### src/rtl/mem_arbiter.sv
// Single-port work RAM arbiter between CPU bus and video fetch; CPU has default priority,
// bounded video wait. Ready is combinational, read data arrives 2 cycles after ready.
module mem_arbiter #(
  parameter int P_addr_bits    = 15,
  parameter int P_data_bits    = 8,
  parameter int P_vid_max_wait = 4
) (
  input  logic                   I_clock,
  input  logic                   I_reset,
  input  logic [P_addr_bits-1:0] I_cpu_addr,
  input  logic                   I_cpu_rden,
  input  logic                   I_cpu_wren,
  input  logic [P_data_bits-1:0] I_cpu_data,
  output logic                   O_cpu_ready,
  output logic                   O_cpu_valid,
  output logic [P_data_bits-1:0] O_cpu_data,
  input  logic [P_addr_bits-1:0] I_vid_addr,
  input  logic                   I_vid_rden,
  output logic                   O_vid_ready,
  output logic                   O_vid_valid,
  output logic [P_data_bits-1:0] O_vid_data,
  output logic [P_addr_bits-1:0] O_mem_addr,
  output logic                   O_mem_rden,
  output logic                   O_mem_wren,
  output logic [P_data_bits-1:0] O_mem_data,
  input  logic [P_data_bits-1:0] I_mem_data
);

  localparam int LP_CW = (P_vid_max_wait > 0) ? $clog2(P_vid_max_wait + 1) : 1;
  localparam logic [LP_CW-1:0] LP_MAX = LP_CW'(P_vid_max_wait);

  logic                   w_cpu_req;
  logic                   w_vid_due;
  logic                   w_cpu_win;
  logic                   w_vid_win;

  logic [LP_CW-1:0]       r_wait_cnt;
  logic [P_addr_bits-1:0] r_mem_addr;
  logic [P_data_bits-1:0] r_mem_data;
  logic                   r_mem_rden;
  logic                   r_mem_wren;
  logic                   r_t1_vid;
  logic                   r_t2_cpu;
  logic                   r_t2_vid;
  logic [P_data_bits-1:0] r_cpu_data;
  logic [P_data_bits-1:0] r_vid_data;

  assign w_cpu_req = I_cpu_rden | I_cpu_wren;

  // With a zero wait budget video is always due, so it takes every contended cycle.
  generate
    if (P_vid_max_wait == 0) begin : g_vid_abs
      assign w_vid_due = 1'b1;
    end else begin : g_vid_bounded
      assign w_vid_due = (r_wait_cnt >= LP_MAX);
    end
  endgenerate

  always_comb begin
    w_vid_win = 1'b0;
    w_cpu_win = 1'b0;
    if (I_reset) begin
      if (I_vid_rden && (!w_cpu_req || w_vid_due)) begin
        w_vid_win = 1'b1;
      end else if (w_cpu_req) begin
        w_cpu_win = 1'b1;
      end
    end
  end

  assign O_cpu_ready = w_cpu_win;
  assign O_vid_ready = w_vid_win;

  always_ff @(posedge I_clock or negedge I_reset) begin
    if (!I_reset) begin
      r_wait_cnt <= '0;
    end else if (!I_vid_rden || w_vid_win) begin
      r_wait_cnt <= '0;
    end else if (w_cpu_win && (r_wait_cnt < LP_MAX)) begin
      r_wait_cnt <= r_wait_cnt + 1'b1;
    end
  end

  // Command stage: address/data hold through idle cycles, strobes do not.
  always_ff @(posedge I_clock or negedge I_reset) begin
    if (!I_reset) begin
      r_mem_addr <= '0;
      r_mem_data <= '0;
      r_mem_rden <= 1'b0;
      r_mem_wren <= 1'b0;
      r_t1_vid   <= 1'b0;
    end else begin
      r_mem_rden <= w_vid_win | (w_cpu_win & ~I_cpu_wren);
      r_mem_wren <= w_cpu_win & I_cpu_wren;
      r_t1_vid   <= w_vid_win;
      if (w_vid_win) begin
        r_mem_addr <= I_vid_addr;
      end else if (w_cpu_win) begin
        r_mem_addr <= I_cpu_addr;
        if (I_cpu_wren) begin
          r_mem_data <= I_cpu_data;
        end
      end
    end
  end

  // Return stage: tag lines up with the cycle the RAM drives its read data.
  always_ff @(posedge I_clock or negedge I_reset) begin
    if (!I_reset) begin
      r_t2_cpu   <= 1'b0;
      r_t2_vid   <= 1'b0;
      r_cpu_data <= '0;
      r_vid_data <= '0;
    end else begin
      r_t2_cpu <= r_mem_rden & ~r_t1_vid;
      r_t2_vid <= r_mem_rden & r_t1_vid;
      if (r_t2_cpu) begin
        r_cpu_data <= I_mem_data;
      end
      if (r_t2_vid) begin
        r_vid_data <= I_mem_data;
      end
    end
  end

  assign O_mem_addr  = r_mem_addr;
  assign O_mem_data  = r_mem_data;
  assign O_mem_rden  = r_mem_rden;
  assign O_mem_wren  = r_mem_wren;

  assign O_cpu_valid = r_t2_cpu;
  assign O_vid_valid = r_t2_vid;
  assign O_cpu_data  = r_t2_cpu ? I_mem_data : r_cpu_data;
  assign O_vid_data  = r_t2_vid ? I_mem_data : r_vid_data;

endmodule
### config.mk
export PLATFORM = sky130hd
export DESIGN_NAME = mem_arbiter
export DESIGN_NICKNAME = d
export VERILOG_FILES = /design/src/rtl/mem_arbiter.sv
export SDC_FILE = /design/constraint.sdc
export NUM_CORES = 1
export LEC_CHECK = 0
export ABC_AREA = 1
export CAP_MARGIN = 0
export CORE_AREA = 3 3 79 81
export DETAILED_ROUTE_END_ITERATION = 10
export DIE_AREA = 0 0 82 84
export PLACE_DENSITY = 0.75
export RECOVER_POWER = 50
export SLEW_MARGIN = 5
export SYNTH_ARGS = -nofsm -noshare
export SYNTH_HDL_FRONTEND = slang
export SYNTH_SLANG_ARGS = --single-unit
### constraint.sdc
create_clock -name I_clock -period 1.8 [get_ports I_clock]
set_clock_uncertainty 0.15 [all_clocks]
set_input_delay 0.18 -clock I_clock [delete_from_list [all_inputs] [get_ports I_clock]]
set_output_delay 0.18 -clock I_clock [all_outputs]
set_load 0.01 [all_outputs]
== After elaboration in Yosys (flattened, before gate mapping) ==
Index checks and enable logic that the tools add are counted.
Widths: inputs -> output; s select.
Word-level totals
  register bits after elaboration: 47
Operators by class
  add/subtract/negate cells: 1
  order comparisons: 2
  multiplexer cells: 11
  bitwise gates (word level): 9
  reduce and logical (&&, ||, !) cells: 9
Operator list (count)
  $mux 15: 2
  $mux 8: 2
  $mux 3: 2
  $mux 1: 5
  $and 1x1->1: 4
  $reduce_bool 2->1: 2
  $add 3x1->3 const B: 1
  $ge 3x3->1 const B: 1
  $lt 3x3->1 const B: 1
  $not 1->1: 3
  $reduce_and 3->1: 1
  $logic_and 1x1->1: 2
  $logic_not 1->1: 2
  $logic_or 1x1->1: 2
  $or 1x1->1: 2

== Depth between registers and ports, before layout ==
Gate-level depths: netlist of run 1.
  depth after elaboration: 9
  mapped depth: 8

== Least setup slack after synthesis of run 1 ==
Ideal clock, no wire load.
  path type: reg-to-output
  from: reg r_t2_cpu, in the netlist O_cpu_valid
  to: out O_cpu_data[0]
  data arrival time: 1.068 ns
  required time: 1.470 ns
  path slack: 0.402 ns
  stages on the path, launching flop included: 3
  buffers on the path: 1
  path through: dfrtp_1 clkbuf_1 mux2_2
On the way
  longest elaborated chain between the ends: 1
Ends and longest elaborated chain
  start, declared: line 43  | logic r_t2_cpu;
  start signal, assigned: line 115  | r_t2_cpu <= r_mem_rden & ~r_t1_vid;
  $mux 8
  end, declared: line 16  | output logic [P_data_bits-1:0] O_cpu_data,
Every way passes these cells.

== Final worst setup path of run 1 ==
  from: reg r_t2_vid, in the netlist O_vid_valid
  to: out O_vid_data[3]
On the way
  longest elaborated chain between the ends: 1
Ends and longest elaborated chain
  start, declared: line 44  | logic r_t2_vid;
  start signal, assigned: line 116  | r_t2_vid <= r_mem_rden & r_t1_vid;
  $mux 8
  end, declared: line 21  | output logic [P_data_bits-1:0] O_vid_data,
Every way passes these cells.

==> results.json, run 1 <==
{
  "status": "completed",
  "first_pass_iters": 4,
  "synthMuxAreaShare_pct": 8.15,
  "synth_xor_area_share_pct": 0,
  "worstSetupStartpointType": "flop",
  "p_per_area_mw_per_mm2": 850,
  "htreeDepth": 2,
  "ys_types": 24,
  "crit_arrival_ns": 1.43,
  "critPathKind": "reg -> out",
  "ys.warnings.count": 0,
  "syn_area_mm2": 0.00221,
  "die-area_mm2": 0.00689,
  "overflow": 0,
  "die_height_um": 84,
  "area_delta_synth_final_pct": 52.4,
  "cp_num_buf_inv": 2,
  "crit_fanout": 9,
  "synth-seq-cells": 47,
  "viasPerCell": 4.62,
  "worstMarginPinSlew_ns": 0.535,
  "clock_latency_ns": 0.29,
  "syn-num-nets": 289,
  "clock_tree.buffer_depth": 2,
  "finalMaxSlewViolations": 0,
  "vias": 1893,
  "synth_top_family_by_area": "simple AND/OR/NAND/NOR gates",
  "endpoint_kind": "primary output",
  "grt_use_total_pct": 16.4,
  "drc": 0,
  "grt_pass1_vias": 1854,
  "nFillCells": 524,
  "crit_path_max_incr_delay_ns": 0.40,
  "wl_per_cell_um": 13.2,
  "initial_core_util_pct": 39.9,
  "drive_above_1_share_pct": 11.2,
  "hpwl_um": 4020,
  "synthCells": 237,
  "diodes": 0,
  "hold_path.class": "in -> reg",
  "synthAdderAreaFrac_pct": 0.566,
  "drtAntennaViolNets": 0,
  "power_mw": 2.87,
  "numClockSinks": 47,
  "final.min_clock_period_ns": 1.76,
  "cts_setup_buffers": 0,
  "pre_cts_slack_ns": -0.135,
  "slowest_stage": "dfrtp_1",
  "gp_congestion": 0.675,
  "core-area_mm2": 0.00554,
  "grt_max_degree": 33,
  "synth_compound_area_share_pct": 2.38,
  "cts_tree": "done",
  "vdd_drop_max_v": 0.000357,
  "avgSynthCellArea_um2": 9.33,
  "cap_violations": 0,
  "io_buffers": 95,
  "grt_pass1_wl_um": 8800,
  "top_level_ports": 96,
  "antenna_found_initial": 0,
  "critPathTopFamily": "flip-flops",
  "die_x_um": 82,
  "grt_setup_unrepaired": "no",
  "fmax_mhz": 567,
  "dr.first_iter.drc_count": 71,
  "relSlewSlack_pct": 64.3,
  "setup_viol": 0,
  "required_ns": 1.47,
  "cts_root_buf": "clkbuf_8",
  "yosys.area_share.simple_pct": 27.1,
  "setup_slack_ns": 0.0371,
  "ys_seq_area_share_pct": 53.2,
  "num_rows": 27,
  "clk_transition_reported_paths_ns": 0.09,
  "period_share_pct": 97.9,
  "p_leak_nw": 1.68,
  "crit_path_cell_trace": "buf_12 -> mux2_1 -> clkdlybuf4s15_1",
  "hold_viol": 0,
  "regArea_mm2": 0.00118,
  "multi_input_area_um2": 845,
  "nNetsFinal": 389,
  "numCtsBuffers": 5,
  "wl_um": 5410
}
==> report_power, final <==
group | leakage (nW) | internal, mW | switching [mW]
Combinational | 1.04 | 0.456 | 0.364
Sequential | 0.584 | 1.22 | 0.0681
Clock | 0.0581 | 0.413 | 0.346
Total | 1.68 | 2.09 | 0.778
==> cell type report <==
| type | count | area share [%] |
|---|---|---|
| Inverter | 25 | 2.86 |
| Clock inverter | 3 | 1.30 |
| Multi-Input combinational cell | 151 | 25.1 |
| Timing Repair Buffer | 107 | 31.2 |
| Clock buffer | 5 | 2.04 |
| Tap cell | 72 | 2.67 |
| Sequential cell | 47 | 34.9 |
==> cells in the mapped netlist <==
cell type  instances  area share [%]
buf_2              3            0.68
nand3_1           16             3.6
dfrtp_1           47              53
a21oi_1            1            0.23
buf_6              4             2.0
or2_2              1            0.28
o21ai_1            2            0.45
buf_4              2            0.68
inv_4              1            0.28
nor2_2             1            0.28
nand2_1           82              14
nand3_2            1            0.45
o21ai_0            1            0.23
mux2_2            16             8.1
nor2_8             1            0.91
inv_1             23             3.9
clkbuf_1           5            0.85
nand4_1           23             6.5
inv_2              1            0.17
nand3_4            1            0.79
o21ai_4            1            0.74
ha_1               1            0.57
a21oi_4            1            0.74
nor2_1             2            0.34
==> what timing repair did <==
action | in CTS | in global routing
hold buffers | 1 | 0
endpoints found under the setup margin | 18 | 13
gates resized for setup | 20 | 13
hold endpoints to repair | 24 | 0
==> worst min-delay path: stages <==
cell	delay, ns
dlygate4sd2_1	0.27
o21ai_4	0.07
nand3_2	0.06
inv_1	0.05
==> state kept, by name, indices dropped and copies added (netlist names) <==
signal,count
r_wait_cnt,3
r_vid_data,8
O_mem_rden,1
O_cpu_valid,1
O_mem_wren,1
O_mem_addr,15
r_cpu_data,8
r_t1_vid,1
O_mem_data,8
O_vid_valid,1
==> cell families after synthesis <==
family,after synthesis
buffers and inverters,39
adders and majority gates,1
DFF,47
AOI/OAI and AO/OA,6
muxes,16
and+or+nand+nor,128
==> worst paths after layout <==
path,start,cells after the start,slack [ns],endpoint
min in group asynchronous,I_reset,3,0.39,O_mem_data[4]
worst min register to register,r_t1_vid,1,0.28,O_cpu_valid
max in group asynchronous,I_reset,4,0.30,O_mem_data[6]
worst min-delay path,I_cpu_rden,4,0.22,r_t1_vid
worst max-delay path,O_vid_valid,3,0.04,O_vid_data[3]
worst max register to register,r_wait_cnt[2],7,0.33,O_mem_addr[8]
==> metal layers <==
layer	GRT usage (%)	vias to the layer above	part of all wire [%]
li1	-	969	-
met1	19.9	848	42
met2	28.1	71	48
met3	3.89	5	8.3
met4	4.98	0	1.1
met5	0	-	0
==> per-stage QoR <==
step | hold WS [ns] | util [%] | instance area [µm²] | TNS (ns) | std cells
4_1_cts | 0.213 | 60.6 | 3360 | 0 | 410
3_5_place_dp | 0.151 | 58.9 | 3260 | -0.479 | 401
3_3_place_gp | 0.153 | 58.9 | 3260 | -0.197 | 401
2_1_floorplan | -0.266 | - | 2210 | 0 | 237
5_1_grt | 0.247 | 60.8 | 3370 | 0 | 410
6_report | 0.216 | 60.8 | 3370 | 0 | 410
==> layout by cell type, fill, tap and decap left out, types with 2 or more instances in the layout <==
cell	synthesis	routed
buf_12	0	2
buf_4	2	7
clkbuf_2	0	2
clkbuf_8	0	5
clkdlybuf4s15_1	0	13
clkdlybuf4s50_1	0	73
dfrtp_1	47	47
dlygate4sd2_1	0	7
dlygate4sd3_1	0	2
inv_1	23	23
mux2_1	0	7
mux2_2	16	9
nand2_1	82	82
nand3_1	16	16
nand4_1	23	23
nor2_1	2	2
o21ai_1	2	2
(Power assumes the default switching activity.)
==> run 2: changes to the inputs <==
Settings changed: GPL_ROUTABILITY_DRIVEN set to 1.
==> results of run 2 <==
The final DEF is identical to that of run 1; final timing and power are the same.
==> run 3: changes to the inputs <==
Settings changed: PLACE_DENSITY 0.75 to not set, PLACE_DENSITY_LB_ADDON set to 0.08.
==> results.json, run 3 (synthesized netlist as in run 1, its figures left out) <==
{
  "critPathKind": "reg -> out",
  "worstMarginPinSlew_ns": 0.548,
  "status": "completed",
  "clk_transition_reported_paths_ns": 0.08,
  "crit_arrival_ns": 1.41,
  "cap_violations": 0,
  "final_cell_mix": "nand2_1 (82), clkdlybuf4s50_1 (74), dfrtp_1 (46)",
  "cts_tree": "done",
  "numCtsBuffers": 5,
  "grt_use_total_pct": 16.0,
  "hold_viol": 0,
  "gp_congestion": 0.723,
  "fmax_mhz": 574,
  "place_inst": 404,
  "p_per_area_mw_per_mm2": 842,
  "vias": 1934,
  "wl_per_cell_um": 13.1,
  "final_common_cell": "nand2_1",
  "area_delta_synth_final_pct": 53.5,
  "instances_no_fill": 413,
  "antenna_found_initial": 0,
  "wl_um": 5400,
  "final_area_mm2": 0.00339,
  "p_leak_nw": 1.68,
  "core-area_mm2": 0.00554,
  "hold_path.class": "in -> reg",
  "worstSetupStartpointType": "flop",
  "top_level_ports": 96,
  "num_rows": 27,
  "finalMaxSlewViolations": 0,
  "drtAntennaViolNets": 0,
  "htreeDepth": 2,
  "first_pass_iters": 4,
  "numClockSinks": 47,
  "relSlewSlack_pct": 63.5,
  "drc": 0,
  "grt_pass1_wl_um": 8710,
  "overflow": 0,
  "die-area_mm2": 0.00689,
  "nNetsFinal": 393,
  "crit_fanout": 5,
  "initial_core_util_pct": 39.9,
  "final.min_clock_period_ns": 1.74,
  "diodes": 0,
  "die_x_um": 82,
  "grt_max_degree": 33,
  "setup_viol": 0,
  "die_height_um": 84,
  "setup_tns_ns": 0,
  "clock_latency_ns": 0.29,
  "dpl-instance-area_mm2": 0.00328,
  "largest_reg_flops": 15,
  "required_ns": 1.47,
  "hpwl_um": 3960,
  "grt_pass1_vias": 1864,
  "grt_setup_unrepaired": "no",
  "io_buffers": 95,
  "cts_root_buf": "clkbuf_8",
  "dr.first_iter.drc_count": 75,
  "viasPerCell": 4.68,
  "drive_above_1_share_pct": 15.2,
  "clock_tree.buffer_depth": 2,
  "final_core_util_pct": 61.2,
  "period_share_pct": 96.9,
  "vdd_drop_max_v": 0.000432,
  "endpoint_kind": "primary output"
}
==> run 3: worst paths after layout <==
check / start / end / slack (ns) / cells past startpoint
setup / recovery: O_cpu_valid / O_cpu_data[7] / 0.06 / 3
setup reg to reg: r_wait_cnt[2] / r_wait_cnt[1] / 0.32 / 5
hold / removal: I_cpu_rden / r_t1_vid / 0.22 / 4
min in group asynchronous: I_reset / O_mem_data[4] / 0.32 / 3
max in group asynchronous: I_reset / O_cpu_valid / 0.25 / 4
hold reg to reg: r_t1_vid / O_cpu_valid / 0.28 / 1
==> run 3: report_power, final <==
group	total [mW]	internal [mW]	switching, mW	leakage [nW]
logic	0.826	0.466	0.360	1.05
clock network	0.742	0.406	0.336	0.0502
registers	1.29	1.22	0.0711	0.582
total	2.86	2.09	0.767	1.68
==> run 3: repair_timing <==
| action | in CTS | in global routing |
|---|---|---|
| buffers inserted | 0 | 0 |
| endpoints found under the setup margin | 18 | 16 |
| hold buffers | 1 | 0 |
| cloned | 0 | 1 |
| resized for setup | 20 | 22 |
| hold endpoints to repair | 24 | 0 |
==> run 3: final cells by class <==
| type | instances | area [µm²] |
|---|---|---|
| repair buffers | 111 | 1080 |
| flip-flops and latches | 47 | 1180 |
| inverters | 25 | 96.3 |
| clock buffers | 5 | 68.8 |
| clock inverters | 2 | 37.5 |
| multi-input cells | 151 | 845 |
| fillers | 511 | 2150 |
| well taps | 72 | 90.1 |
==> run 3: metal layers <==
metal	vias up	share of wire, %	GRT usage, %
li1	975	-	-
met1	885	42	20.3
met2	69	50	26.7
met3	5	7.4	4.10
met4	0	0.80	4.08
met5	-	0	0
==> run 3: critical path, cell delays in order (launching register included) <==
cell and delay [ns]:
dfrtp_2 0.42, buf_12 0.13, mux2_2 0.34, clkdlybuf4s15_1 0.23
==> run 3: through the flow <==
stage / worst slack, ns / hold slack, ns / power, mW
after CTS: 0.00210 / 0.221 / 2.89
after global routing: 0.00175 / 0.231 / 3.02
after detailed placement: -0.149 / 0.104 / 2.20
final: 0.0564 / 0.223 / 2.86
after floorplan: 0.402 / -0.266 / 1.65
after global placement: -0.120 / 0.103 / 2.18
